===== src/rtl/clk_div_pkg.sv =====
// Shared constants and helpers for the multi-channel integer clock divider.
package clk_div_pkg;

  localparam int unsigned DIV_MIN = 2;

  // Ratios below DIV_MIN cannot form a square wave, so they are raised to it.
  function automatic int unsigned div_clamp(input int unsigned v);
    return (v < DIV_MIN) ? DIV_MIN : v;
  endfunction

  // Odd ratios put the extra cycle in the high phase.
  function automatic int unsigned hi_len(input int unsigned d);
    return d - (d / 2);
  endfunction

endpackage


===== src/rtl/clk_div_multi_if.sv =====
// Control and output bundle of the multi-channel clock divider.
interface clk_div_multi_if #(
  parameter int N_CH  = 2,
  parameter int DIV_W = 8
);

  logic [N_CH*DIV_W-1:0] div_val;
  logic [N_CH-1:0]       div_load;
  logic [N_CH-1:0]       ch_en;
  logic                  sync_req;
  logic [N_CH-1:0]       clk_out;
  logic [N_CH-1:0]       ce_out;
  logic [N_CH-1:0]       upd_pend;

  modport master (
    output div_val, div_load, ch_en, sync_req,
    input  clk_out, ce_out, upd_pend
  );

  modport slave (
    input  div_val, div_load, ch_en, sync_req,
    output clk_out, ce_out, upd_pend
  );

endinterface


===== src/rtl/clk_div_ch.sv =====
// One divider channel: period counter, shadow ratio with boundary update, registered outputs.
module clk_div_ch
  import clk_div_pkg::*;
#(
  parameter int DIV_W = 8
) (
  input  logic             clk_in,
  input  logic             rest_n,
  input  logic             en,
  input  logic             sync,
  input  logic             load,
  input  logic [DIV_W-1:0] val,
  input  logic [DIV_W-1:0] init,
  output logic             clk_out,
  output logic             ce_out,
  output logic             upd_pend
);

  logic [DIV_W-1:0] cnt, cnt_n;
  logic [DIV_W-1:0] div_q, div_n;
  logic [DIV_W-1:0] shadow, shadow_n;
  logic             clk_n, ce_n, pend_n;
  logic [DIV_W-1:0] val_c, init_c, hi, last;
  logic             wrap;

  assign val_c  = DIV_W'(div_clamp(32'(val)));
  assign init_c = DIV_W'(div_clamp(32'(init)));
  assign hi     = DIV_W'(hi_len(32'(div_q)));
  assign last   = div_q - DIV_W'(1);
  assign wrap   = (cnt == last);

  // A same-cycle load bypasses the shadow so the freshest ratio is what gets applied.
  always_comb begin
    cnt_n    = cnt;
    div_n    = div_q;
    shadow_n = shadow;
    clk_n    = clk_out;
    ce_n     = ce_out;
    pend_n   = upd_pend;
    if (sync || !en) begin
      cnt_n    = '0;
      clk_n    = 1'b0;
      ce_n     = 1'b0;
      div_n    = load ? val_c : shadow;
      shadow_n = div_n;
      pend_n   = 1'b0;
    end else begin
      cnt_n = wrap ? '0 : cnt + DIV_W'(1);
      clk_n = (cnt < hi);
      ce_n  = wrap;
      if (wrap) begin
        div_n    = load ? val_c : shadow;
        shadow_n = div_n;
        pend_n   = 1'b0;
      end else if (load) begin
        shadow_n = val_c;
        pend_n   = 1'b1;
      end
    end
  end

  always_ff @(posedge clk_in) begin
    if (!rest_n) begin
      cnt      <= '0;
      div_q    <= init_c;
      shadow   <= init_c;
      clk_out  <= 1'b0;
      ce_out   <= 1'b0;
      upd_pend <= 1'b0;
    end else begin
      cnt      <= cnt_n;
      div_q    <= div_n;
      shadow   <= shadow_n;
      clk_out  <= clk_n;
      ce_out   <= ce_n;
      upd_pend <= pend_n;
    end
  end

endmodule


===== src/rtl/clk_div_multi.sv =====
// N-channel programmable clock divider; each channel is an independent clk_div_ch.
module clk_div_multi
  import clk_div_pkg::*;
#(
  parameter int                    N_CH     = 2,
  parameter int                    DIV_W    = 8,
  parameter logic [N_CH*DIV_W-1:0] DIV_INIT = {8'd10, 8'd4}
) (
  input logic            clk_in,
  input logic            rest_n,
  clk_div_multi_if.slave bus
);

  for (genvar k = 0; k < N_CH; k++) begin : g_ch
    clk_div_ch #(
      .DIV_W(DIV_W)
    ) u_ch (
      .clk_in  (clk_in),
      .rest_n  (rest_n),
      .en      (bus.ch_en[k]),
      .sync    (bus.sync_req),
      .load    (bus.div_load[k]),
      .val     (bus.div_val[k*DIV_W +: DIV_W]),
      .init    (DIV_INIT[k*DIV_W +: DIV_W]),
      .clk_out (bus.clk_out[k]),
      .ce_out  (bus.ce_out[k]),
      .upd_pend(bus.upd_pend[k])
    );
  end

endmodule


===== src/flat_wrapper.sv =====
// flat-port wrapper written by rule: the top's interface ports become plain ports
module clk_div_multi_flat import clk_div_pkg::*;
#(
  parameter int                    N_CH     = 2,
  parameter int                    DIV_W    = 8,
  parameter logic [N_CH*DIV_W-1:0] DIV_INIT = {8'd10, 8'd4}
)
  (clk_in, rest_n, bus_div_val, bus_div_load, bus_ch_en, bus_sync_req, bus_clk_out, bus_ce_out, bus_upd_pend);
  clk_div_multi_if #(.N_CH(N_CH), .DIV_W(DIV_W)) bus_i ();
  input logic clk_in;
  input logic rest_n;
  input wire logic [$bits(bus_i.div_val)-1:0] bus_div_val;
  input wire logic [$bits(bus_i.div_load)-1:0] bus_div_load;
  input wire logic [$bits(bus_i.ch_en)-1:0] bus_ch_en;
  input wire logic [$bits(bus_i.sync_req)-1:0] bus_sync_req;
  output wire logic [$bits(bus_i.clk_out)-1:0] bus_clk_out;
  output wire logic [$bits(bus_i.ce_out)-1:0] bus_ce_out;
  output wire logic [$bits(bus_i.upd_pend)-1:0] bus_upd_pend;
  assign bus_i.div_val = bus_div_val;
  assign bus_i.div_load = bus_div_load;
  assign bus_i.ch_en = bus_ch_en;
  assign bus_i.sync_req = bus_sync_req;
  assign bus_clk_out = bus_i.clk_out;
  assign bus_ce_out = bus_i.ce_out;
  assign bus_upd_pend = bus_i.upd_pend;
  clk_div_multi #(.N_CH(N_CH), .DIV_W(DIV_W), .DIV_INIT(DIV_INIT)) u_core (.clk_in(clk_in), .rest_n(rest_n), .bus(bus_i));
endmodule

===== config.mk =====
export PLATFORM = sky130hd
export DESIGN_NAME = clk_div_multi_flat
export DESIGN_NICKNAME = d
export VERILOG_FILES = /design/src/rtl/clk_div_pkg.sv /design/src/rtl/clk_div_multi_if.sv /design/src/rtl/clk_div_ch.sv /design/src/rtl/clk_div_multi.sv /design/src/flat_wrapper.sv
export SDC_FILE = /design/constraint.sdc
export NUM_CORES = 1
export LEC_CHECK = 0
export CAP_MARGIN = 10
export CORE_MARGIN = 2
export CORE_UTILIZATION = 55
export CTS_CLUSTER_SIZE = 40
export DETAILED_ROUTE_END_ITERATION = 6
export PLACE_DENSITY = 0.76
export SETUP_SLACK_MARGIN = 0.02
export SYNTH_ARGS = -nofsm -noshare
export SYNTH_HDL_FRONTEND = slang
export SYNTH_SLANG_ARGS = --single-unit

===== constraint.sdc =====
create_clock -name clk_in -period 3.22 [get_ports clk_in]
set_input_delay 0.966 -clock clk_in [delete_from_list [all_inputs] [get_ports clk_in]]
set_output_delay 0.966 -clock clk_in [all_outputs]
set_load 0.05 [all_outputs]

==> flow_summary.yaml, run 1 <==
job:
  drv_cap: 0
pwr:
  p_sw_frac: 0.295
  clkPwrFrac: 0.304
  power_frac_seq: 0.444
  p_leak_uw: 0.00165
  p_int_uw: 1140
  vdd_ir_drop_max_mv: 0.320
  p_total_uw: 1620
  power_frac_comb: 0.252
  power_density_nw_per_um2: 424
  p_sw_uw: 479
clock_tree:
  post_cts_buffers: 0
  clk_pin_slew_ps: 110
  postCtsResizedCells: 0
  clockBufferDepth: 2
  root_buffer: "clkbuf_8"
  clock_latency_ps: 310
  htreeDepth: 2
  clkSinkCount: 54
  hold_buffers: 0
  numCtsBuffers: 5
  cts_tree: "built"
placement:
  gp_congestion: 0.841
  port_buffers: 28
  dp_slack_ps: 422
  place_hpwl_microns: 5010
cells_and_area:
  area_growth_pct: 12.7
  final_cell_mix: "54 x dfxtp_1, 49 x nor2_1, 46 x ha_1, 29 x inv_1, 28 x clkdlybuf4s50_1"
  fin_nets: 465
  final_common_cell: "dfxtp_1"
  drive_gt1_frac: 0.0658
  n_antenna_cell: 0
worst_setup_path:
  critical_path.endpoint_type: "register"
  reg2reg_to: "u_core.g_ch[1].u_ch.clk_out$_SDFF_PP0_"
  reg2reg_depth: 12
  critPathKind: "reg2reg"
  cp_max_fo: 5
  reg2reg_from: "u_core.g_ch[1].u_ch.div_q[1]$_SDFFE_PN1P_"
  start_kind: "register"
  reg2reg_slack_ps: 390
  required_ps: 3410
  crit_arrival_ps: 3020
floorplanning:
  initial_core_util: 0.571
  die_h_microns: 82.6
  die_x_microns: 82.6
  dieArea_sq_um: 6830
  num_io_pins: 29
  core_area_sq_um: 5960
  rows: 28
hold_path:
  min-delay-start: "u_core.g_ch[0].u_ch.upd_pend$_SDFFE_PP0P_"
  hold_depth: 2
  min_to: "u_core.g_ch[0].u_ch.upd_pend$_SDFFE_PP0P_"
  hold_class: "reg2reg"
drt:
  routed-via-count: 2504
  wirelength_microns: 6460
  dr.pass1.iters: 4
  drt_iter0_drc: 98
  vias_per_cell: 5.33
  ant_nets: 0
  drc: 0
  wire_per_inst_microns: 13.8
logic_synthesis:
  synth_cell_types: 44
  netlist_area_sq_um: 3400
  synth_async_sr_flop_share: 0
  synth_edf_count: 0
  syn_avg_cell_area_sq_um: 9.19
  synth_area_leader_cell: "dfxtp_1"
  synth-seq-cells: 54
  syn_nets: 441
  dominantRegCellSynth: "dfxtp_1"
  synthCells: 370
  synth-seq-area-share: 0.318
  yosysWarningCount: 0
  synth_area_leaders: "dfxtp_1 32%, ha_1 17%, xnor2_1 6.4%"
  synth_top_area_frac: 0.318
sta:
  finalSetupTns_ps: 0
  rsz0062_at_grt: "false"
  worst_pin_slew_ps: 493
  timing.slew.headroom: 0.671
  fmax_mhz: 354
  fin_worst_skew_ps: 8.84
  setup_viol: 0
  setup_ws_ps: 391
  finalHoldViolations: 0
  final-max-slew-violation-count: 0
  fin_crit_ps: 2830
  min_period_over_period: 0.878
grt:
  grt_max_degree: 19
  grt_pass1_wl_microns: 10800
  grt_pass1_vias: 2326
  track_usage: 0.205
  antenna_found_initial: 0
  overflow: 0
run_status:
  status: "complete, no violations"
[critical path, cell delays in order (launching register included)]
cell	delay (ps)
dfxtp_1	440
ha_1	210
inv_1	60
fa_1	480
nand2b_1	100
a21oi_1	80
o21ai_0	150
a21oi_1	80
nor2_1	110
xor2_1	190
ha_1	270
a21o_1	180
a2111oi_0	360
[sequential cells by signal, indices dropped and copies added (netlist names)]
register / count
u_core.g_ch.u_ch.ce_out: 2
u_core.g_ch.u_ch.clk_out: 2
u_core.g_ch.u_ch.cnt: 16
u_core.g_ch.u_ch.div_q: 16
u_core.g_ch.u_ch.shadow: 16
u_core.g_ch.u_ch.upd_pend: 2
[stage by stage]
step | cell area (sq um) | hold slack (ps) | cells | util
floorplan | 3400 | 438 | 370 | -
global placement | 3710 | 448 | 462 | 0.623
detailed placement | 3710 | 463 | 462 | 0.623
CTS | 3830 | 489 | 470 | 0.643
global route | 3830 | 516 | 470 | 0.643
finish | 3830 | 482 | 470 | 0.643
[how the worst max path moves through the flow]
stage	startpoint	endpoint	slack, ps	cells past startpoint
after floorplan	u_core.g_ch[1].u_ch.div_q[1]$_SDFFE_PN1P_	u_core.g_ch[1].u_ch.clk_out$_SDFF_PP0_	690	12
after global placement	u_core.g_ch[1].u_ch.div_q[1]$_SDFFE_PN1P_	u_core.g_ch[1].u_ch.clk_out$_SDFF_PP0_	440	12
after detailed placement	u_core.g_ch[1].u_ch.div_q[1]$_SDFFE_PN1P_	u_core.g_ch[1].u_ch.clk_out$_SDFF_PP0_	420	12
after CTS	u_core.g_ch[1].u_ch.div_q[1]$_SDFFE_PN1P_	u_core.g_ch[1].u_ch.clk_out$_SDFF_PP0_	380	12
after global routing	u_core.g_ch[1].u_ch.div_q[1]$_SDFFE_PN1P_	u_core.g_ch[1].u_ch.clk_out$_SDFF_PP0_	150	12
final	u_core.g_ch[1].u_ch.div_q[1]$_SDFFE_PN1P_	u_core.g_ch[1].u_ch.clk_out$_SDFF_PP0_	390	12
[routing by layer]
| layer | share of wire | global-route usage |
|---|---|---|
| met1 | 0.53 | 0.306 |
| met2 | 0.43 | 0.304 |
| met3 | 0.035 | 0.0326 |
| met4 | 0.011 | 0.0541 |
| met5 | 0 | 0 |
[cell usage after synthesis (2+ instances only)]
master	number
buf_6	2
nand3_1	13
xnor2_1	25
ha_1	46
a2111oi_0	2
a221oi_1	2
nor2b_1	3
o21ba_2	2
or2_2	2
a211oi_2	4
or4_1	2
nand3b_1	4
fa_1	2
o21ai_0	10
mux2i_1	16
a21oi_1	23
o21bai_1	2
xor2_1	23
a21o_1	2
nor2_1	49
nand2b_1	6
dfxtp_1	54
o2111ai_1	2
nand2_1	10
nor4_1	3
a21bo_2	2
a21boi_0	2
buf_4	6
clkbuf_1	6
and3_1	3
inv_1	29
[power by group through the flow]
stage,clock network (uW),registers [uW],logic [uW]
CTS,503,721,408
floorplan,0,729,308
detailed placement,0,737,405
finish,494,721,409
global placement,0,735,390
global route,531,725,457
[logic make-up (layout without fill, tap and decap cells)]
| family | Yosys count | after routing | synth area share |
|---|---|---|---|
| xor gates and xnor gates | 49 | 49 | 0.130 |
| muxes | 16 | 16 | 0.0471 |
| DFF | 54 | 54 | 0.318 |
| and+or+nand+nor | 100 | 100 | 0.140 |
| adders and majority gates | 48 | 48 | 0.181 |
| AOI/OAI and AO/OA | 59 | 59 | 0.124 |
| buffers and inverters | 44 | 69 | 0.0596 |
[final cells by class]
class	instances	area [sq um]
timing repair buffer	32	310
sequential	54	1080
fill	529	2120
tap	75	93.8
clock buffer	6	82.6
clock inverter	2	38.8
inverter	29	109
multi-input combinational	272	2120
(Power assumes the default switching activity.)
==> run 2: changes to the inputs <==
- CORE_ASPECT_RATIO: unset -> 0.5
==> run 2 against run 1 <==
Against the previous run: via count rose by 0.16%; worst setup slack got worse by 60 ps; sequential power barely moved; combinational power barely moved; flip-flop and latch count did not move; core utilization fell by 0.12 points; critical path type unchanged; register-to-register slack got worse by 60 ps; sequential share of layout area fell by 0.30 points; final cell count rose by 2.6%; worst hold slack got worse by 11 ps; maximum frequency fell by 2.1%; critical endpoint is now u_core.g_ch[0].u_ch.clk_out$_SDFF_PP0_.
==> flow_summary.yaml, run 2 (synthesis results as in run 1) <==
run_status:
  status: "complete, no violations"
pwr:
  p_leak_uw: 0.00166
  vdd_ir_drop_max_mv: 0.255
  p_total_uw: 1700
  power_density_nw_per_um2: 440
sta:
  timing.slew.headroom: 0.528
  fin_worst_skew_ps: 3.38
  fin_crit_ps: 2890
  rsz0062_at_grt: "false"
  min_period_over_period: 0.897
  finalHoldViolations: 0
  setup_viol: 0
  fmax_mhz: 346
  final-max-slew-violation-count: 0
  worst_pin_slew_ps: 708
  finalSetupTns_ps: 0
worst_setup_path:
  required_ps: 3410
  max_stage_delay_ps: 440
  critical_path.endpoint_type: "register"
  path_cells: "inv_1 -> ha_1 -> o21ba_2 -> o21ai_0 -> a221oi_1 -> o21bai_1 -> a21oi_1 -> xnor2_1 -> ha_1 -> o2111ai_1 -> a21oi_1 -> a2111oi_0"
  start_kind: "register"
  slowest_stage: "dfxtp_1"
  critPathKind: "reg2reg"
  cp_max_fo: 5
  crit_arrival_ps: 3070
cells_and_area:
  final_common_cell: "dfxtp_1"
  n_antenna_cell: 0
  multiInputGateArea_sq_um: 2120
  reg_top3: "u_core.g_ch.u_ch.cnt: 16 flops, u_core.g_ch.u_ch.div_q: 16 flops, u_core.g_ch.u_ch.shadow: 16 flops"
  final_cell_mix: "54 x dfxtp_1, 49 x nor2_1, 46 x ha_1, 29 x inv_1, 28 x clkdlybuf4s50_1"
  regArea_sq_um: 1080
  drive_gt1_frac: 0.0635
  area_growth_pct: 13.9
  fin_area_sq_um: 3870
  fin_nets: 464
  fin_util: 0.642
  nFillCells: 503
floorplanning:
  rows: 20
  initial_core_util: 0.564
  num_io_pins: 29
  dieArea_sq_um: 6870
  die_h_microns: 59.6
  die_x_microns: 115
  core_area_sq_um: 6030
clock_tree:
  root_buffer: "clkbuf_16"
  clock_latency_ps: 310
  numCtsBuffers: 5
  htreeDepth: 2
  post_cts_buffers: 0
  postCtsResizedCells: 0
  clk_pin_slew_ps: 80
  clkSinkCount: 54
  hold_buffers: 0
  cts_tree: "built"
  clockBufferDepth: 2
placement:
  port_buffers: 28
  gp_congestion: 0.851
  dpl-instance-area_sq_um: 3720
  place_hpwl_microns: 5200
drt:
  dr.pass1.iters: 4
  drc: 0
  routed-via-count: 2508
  wirelength_microns: 6730
  ant_nets: 0
  wire_per_inst_microns: 14.0
  drt_iter0_drc: 76
  vias_per_cell: 5.20
grt:
  track_usage: 0.209
  grt_pass1_vias: 2521
  overflow: 0
  grt_pass1_wl_microns: 11100
  antenna_found_initial: 0
  grt_max_degree: 20
hold_path:
  hold_class: "reg2reg"
job:
  drv_cap: 0
run 2: cell count changes in the layout (fill, tap and decap cells not counted):
cell / previous run / this run
inv_8: 0 / 1
clkbuf_16: 0 / 5
buf_4: 4 / 3
bufinv_16: 1 / 0
clkinv_4: 0 / 1
clkbuf_8: 6 / 0
run 2: routing by layer:
metal | up-vias | part of all wire | GRT usage
met5 | - | 0 | 0
met4 | 0 | 0.015 | 0.0723
met3 | 9 | 0.018 | 0.0460
met2 | 18 | 0.50 | 0.396
met1 | 1191 | 0.46 | 0.238
li1 | 1290 | - | -
run 2: power breakdown:
| group | internal (uW) | switching [uW] |
|---|---|---|
| Clock | 299 | 275 |
| Sequential | 697 | 23.3 |
| Combinational | 192 | 220 |
| Total | 1190 | 517 |
run 2: critical path, delay by kind of cell, from the launching register on:
kind	cells	cell delay, ps
buffers and inverters	1	100
flip-flops	1	440
XOR/XNOR	1	130
AO/OA/AOI/OAI	8	1500
adder cells (fa/ha/maj)	2	590
run 2: stage by stage:
| stage | hold WS (ps) | setup WS (ps) | instances |
|---|---|---|---|
| 2_1_floorplan | 438 | 691 | 370 |
| 3_3_place_gp | 451 | 358 | 474 |
| 3_5_place_dp | 457 | 353 | 474 |
| 4_1_cts | 474 | 363 | 482 |
| 5_1_grt | 522 | 69.5 | 482 |
| 6_report | 471 | 332 | 482 |
run 2: final cells by class:
class	count	area share
multi-input combinational	272	0.547
sequential	54	0.279
tap	88	0.0284
inverter	29	0.0281
timing repair buffer	31	0.0782
clock inverter	3	0.00743
clock buffer	5	0.0323
run 2: final timing paths:
path	start	to	slack (ps)	depth (start not counted)
worst max register to register	u_core.g_ch[0].u_ch.div_q[1]$_SDFFE_PN0P_	u_core.g_ch[0].u_ch.clk_out$_SDFF_PP0_	330	12
worst min register to register	u_core.g_ch[1].u_ch.upd_pend$_SDFFE_PP0P_	u_core.g_ch[1].u_ch.upd_pend$_SDFFE_PP0P_	470	2
worst max-delay path	u_core.g_ch[0].u_ch.div_q[1]$_SDFFE_PN0P_	u_core.g_ch[0].u_ch.clk_out$_SDFF_PP0_	330	12
worst min-delay path	u_core.g_ch[1].u_ch.upd_pend$_SDFFE_PP0P_	u_core.g_ch[1].u_ch.upd_pend$_SDFFE_PP0P_	470	2
==> run 3: changes to the inputs <==
- CAP_MARGIN: 10 -> 20
==> results of run 3 <==
The final DEF is identical to that of run 2; final timing and power are the same.
